[src/rtl/serial_add_sub.sv]
// Bit-serial WIDTH-bit adder/subtractor: one full-adder cell per clock, LSB first,
// carry held in a flop between bits; subtraction is a + ~b + 1.
module serial_add_sub #(
    parameter int unsigned WIDTH = 8
) (
    input  logic             clk,
    input  logic             rst,
    input  logic             start,
    input  logic             sub,
    input  logic [WIDTH-1:0] a,
    input  logic [WIDTH-1:0] b,
    output logic             busy,
    output logic             done,
    output logic [WIDTH-1:0] sum,
    output logic             cout,
    output logic             ovf
);

    localparam int unsigned CW = (WIDTH > 2) ? $clog2(WIDTH) : 1;
    localparam logic [CW-1:0] LAST = CW'(WIDTH - 1);

    typedef enum logic [1:0] {
        S_IDLE,
        S_SHIFT,
        S_DONE
    } state_t;

    state_t           r_state;
    state_t           w_next;
    logic [WIDTH-1:0] r_a_sh;
    logic [WIDTH-1:0] r_b_sh;
    logic [WIDTH-2:0] r_sh;
    logic             r_carry;
    logic [CW-1:0]    r_cnt;
    logic [WIDTH-1:0] r_sum;
    logic             r_cout;
    logic             r_ovf;

    logic             w_sbit;
    logic             w_cmaj;
    logic             w_last;
    logic [WIDTH-1:0] w_rnext;

    assign w_sbit  = r_a_sh[0] ^ r_b_sh[0] ^ r_carry;
    assign w_cmaj  = (r_a_sh[0] & r_b_sh[0]) | (r_a_sh[0] & r_carry) | (r_b_sh[0] & r_carry);
    assign w_last  = (r_state == S_SHIFT) && (r_cnt == LAST);
    // Only WIDTH-1 earlier sum bits need storage; the final bit goes straight to sum.
    assign w_rnext = {w_sbit, r_sh};

    always_ff @(posedge clk) begin
        if (rst) begin
            r_state <= S_IDLE;
        end else begin
            r_state <= w_next;
        end
    end

    always_comb begin
        w_next = r_state;
        case (r_state)
            S_IDLE:  if (start) w_next = S_SHIFT;
            S_SHIFT: if (w_last) w_next = S_DONE;
            S_DONE:  w_next = S_IDLE;
            default: w_next = S_IDLE;
        endcase
    end

    always_ff @(posedge clk) begin
        if (rst) begin
            r_a_sh  <= '0;
            r_b_sh  <= '0;
            r_sh    <= '0;
            r_carry <= 1'b0;
            r_cnt   <= '0;
            r_sum   <= '0;
            r_cout  <= 1'b0;
            r_ovf   <= 1'b0;
        end else begin
            case (r_state)
                S_IDLE: begin
                    if (start) begin
                        r_a_sh  <= a;
                        r_b_sh  <= sub ? ~b : b;
                        r_carry <= sub;
                        r_cnt   <= '0;
                    end
                end
                S_SHIFT: begin
                    r_a_sh  <= r_a_sh >> 1;
                    r_b_sh  <= r_b_sh >> 1;
                    r_sh    <= w_rnext[WIDTH-1:1];
                    r_carry <= w_cmaj;
                    r_cnt   <= r_cnt + 1'b1;
                    if (w_last) begin
                        // r_carry here is the carry into the MSB cell
                        r_sum  <= w_rnext;
                        r_cout <= w_cmaj;
                        r_ovf  <= r_carry ^ w_cmaj;
                    end
                end
                default: ;
            endcase
        end
    end

    assign busy = (r_state != S_IDLE);
    assign done = (r_state == S_DONE);
    assign sum  = r_sum;
    assign cout = r_cout;
    assign ovf  = r_ovf;

endmodule

[config.mk]
export PLATFORM = sky130hd
export DESIGN_NAME = serial_add_sub
export DESIGN_NICKNAME = d
export VERILOG_FILES = /design/src/rtl/serial_add_sub.sv
export SDC_FILE = /design/constraint.sdc
export NUM_CORES = 1
export LEC_CHECK = 0
export CORE_ASPECT_RATIO = 1.5
export CORE_MARGIN = 1
export CORE_UTILIZATION = 25
export DETAILED_ROUTE_END_ITERATION = 8
export MAX_ROUTING_LAYER = met4
export PLACE_DENSITY = 0.55
export SETUP_SLACK_MARGIN = 0.05
export SYNTH_ARGS = -nofsm -noshare
export SYNTH_HDL_FRONTEND = slang
export SYNTH_SLANG_ARGS = --single-unit
[constraint.sdc]
create_clock -name clk -period 2.2 [get_ports clk]
set_input_delay 0.44 -clock clk [delete_from_list [all_inputs] [get_ports clk]]
set_output_delay 0.44 -clock clk [all_outputs]
set_load 0.02 [all_outputs]
==> impl_metrics.tcl <==
set metrics [dict create \
    grt_pass1_wl_um 6078 \
    final_common_cell "dfxtp_1" \
    grt_pass1_vias 1345 \
    via_count 1454 \
    ys_warn_count 0 \
    clk_latency_ps 300 \
    cts.sinks 39 \
    clockBufferDepth 2 \
    min_period_ps 1896 \
    cp_data_arrival_time_ps 1460 \
    finalSetupTns_ps 0 \
    maxCapViolCount 0 \
    cpPeakStageDelay_ps 540 \
    areaGrowthSynthToFinish_pct 28.36 \
    mostFrequentLayoutCells "dfxtp_1 (39), nand2_1 (35), clkdlybuf4s50_1 (31)" \
    skew_ps 8.460 \
    dpl.hpwl_um 2485 \
    cts.clk_slew.worst_paths_ps 70 \
    totalWireLength_um 3630 \
    fillCellCount 711 \
    wl_met3_um 128 \
    grtUsageTotal_pct 10.80 \
    insertedDiodeCount 0 \
    ys_ff_latch 39 \
    power_frac_seq_pct 49.2 \
    routedWlPerCell_um 11.75 \
    antenna_found_initial 0 \
    worstPathMaxFanout 3 \
    ioPinCount 32 \
    report.final.slew_viol_count 0 \
    final_nets 255 \
    switching_share_pct 24.13 \
    cp_data_required_time_ps 1760 \
    wl_met2_um 1774 \
    p_comb_share_pct 12.0 \
    synth_fp_nets 225 \
    fin_cells 309 \
    setup_viol 0 \
    syn_inst 202 \
    p_int_w 0.001172 \
    fmax_mhz 527.4 \
    start_util_pct 26.16 \
    rows 36 \
    slew_headroom_pct 67.82 \
    cts_root_buf "clkbuf_8" \
    synth_area_mm2 0.001720 \
    yosysSeqAreaShare_pct 45.38 \
    path_class "flip-flop to primary output" \
    die_w_um 69.73 \
    hold_viol 0 \
    grt_max_degree 30 \
    drtIter0Drc 62 \
    finalCritPeriodShare_pct 86.18 \
    ir_drop_mv 0.2422 \
    slowest_stage "clkdlybuf4s50_1" \
    die_y_um 103.6 \
    drcViolationCount 0 \
    cts_tree "done" \
    status "complete, no violations" \
    vias_per_cell 4.706 \
    drive_above_1_share_pct 10.73 \
    wl_met1_um 1644 \
    power.share.clock_pct 38.8 \
    whs_ps 457.1 \
    max_slew.worst_pin.slew_ps 482.6 \
    ant_nets 0 \
    post-cts-setup-buffers 0 \
    cts_buffers 5 \
    hold_path.class "flip-flop to flip-flop" \
    endpoint_kind "primary output" \
    topRoutingLayerUsed "met4" \
    syn_area_per_cell_um2 8.517 \
    io_buffer_count 31 \
    grt_overflow_total 0 \
    utilization_pct 33.58 \
    synth.distinct_cells 31 \
    p_switching_w 0.0003726 \
    cts.repair.resized 0 \
    first_pass_iters 4 \
    leakagePower_nw 0.7956 \
    dieArea_mm2 0.007224 \
    cts_hold_buf 0 \
    gp_congestion 0.7318 \
    total_power_w 0.001544 \
    path_cells "or2_2, clkdlybuf4s50_1" \
    startpoint_type "flip-flop" \
    htreeDepth 2 \
    p_per_area_mw_per_mm2 699.3 \
    dp.cells 301 \
    rsz0062_at_grt "no" \
    fp.coreArea_mm2 0.006576 \
]
-- metal layers --
metal / global-route usage [%] / up-vias
li1: - / 752
met1: 12.02 / 664
met2: 17.55 / 31
met3: 2.918 / 7
met4: 5.571 / 0
met5: - / -
-- critical path, delay by kind of cell (launching register included) --
kind	cells	cell delay, ps
buffers and inverters	1	540
flip-flops	1	330
AND/OR/NAND/NOR	1	290
-- cell usage after synthesis, drive strengths merged --
| cell | count | area share (%) |
|---|---|---|
| nor2b | 3 | 1.1 |
| and3b | 1 | 0.51 |
| ha | 2 | 1.5 |
| or2 | 1 | 0.36 |
| dfxtp | 39 | 45 |
| o22ai | 7 | 2.5 |
| a22oi | 11 | 4.8 |
| o21bai | 1 | 0.65 |
| xnor2 | 8 | 4.1 |
| buf | 10 | 3.7 |
| nor2 | 17 | 3.7 |
| o21ai | 1 | 0.29 |
| clkbuf | 5 | 1.1 |
| nand3b | 2 | 0.87 |
| o221a | 5 | 3.3 |
| xor2 | 1 | 0.51 |
| inv | 7 | 1.5 |
| o31ai | 1 | 0.44 |
| nand2 | 35 | 7.6 |
| or3b | 3 | 1.5 |
| a221oi | 1 | 0.51 |
| nor3 | 4 | 1.2 |
| nand2b | 4 | 1.5 |
| a211oi | 2 | 0.87 |
| o21ba | 1 | 0.58 |
| mux2 | 1 | 0.65 |
| fa | 1 | 1.2 |
| a21oi | 28 | 8.1 |
-- power groups by stage --
stage	clock, W	combinational, W	sequential, W
2_1_floorplan	0	0.000127	0.000769
3_3_place_gp	0	0.000186	0.000775
3_5_place_dp	0	0.000187	0.000775
4_1_cts	0.000615	0.000187	0.000759
5_1_grt	0.000643	0.000206	0.000762
6_report	0.000599	0.000186	0.000759
-- stage by stage --
stage / setup WS (ps) / area (um^2)
final: 304.1 / 2208
after detailed placement: 353.3 / 2096
after floorplan: 672.0 / 1720
after global placement: 418.9 / 2096
after CTS: 281.3 / 2208
after global routing: 269.1 / 2208
-- flip-flops by register name, summed over array words and instances (netlist names), 2 cells and up --
| name | flops |
|---|---|
| r_state | 2 |
| r_b_sh | 8 |
| r_a_sh | 8 |
| r_sh | 7 |
| r_cnt | 3 |
| sum | 8 |
-- worst paths after layout --
| check | start | endpoint | slack (ps) | cells past startpoint |
|---|---|---|---|---|
| max | r_state[0] | busy | 300 | 2 |
| min | r_sh[0] | sum[0] | 460 | 2 |
| max reg2reg | r_cnt[0] | ovf | 750 | 5 |
| min reg2reg | r_sh[0] | sum[0] | 460 | 2 |
-- cell type report --
class                           instances  area (um^2)  share of cell area, %
Multi-Input combinational cell        141        830.8                  37.62
Clock inverter                          3        43.79                  1.983
Inverter                                7        26.28                  1.190
Sequential cell                        39        780.7                  35.35
Tap cell                               76        95.09                  4.306
Clock buffer                            5        68.82                  3.116
Timing Repair Buffer                   38        362.8                  16.43
-- cell families after synthesis --
family / count (synthesis) / share of synthesized area [%]
compound gates: 58 / 22.11
buf+inv: 22 / 6.328
fa+ha+maj: 3 / 2.618
flops: 39 / 45.38
mux: 1 / 0.6545
simple gates: 70 / 18.33
xor+xnor: 9 / 4.582
Note: power is estimated with default switching activity, not from simulation.
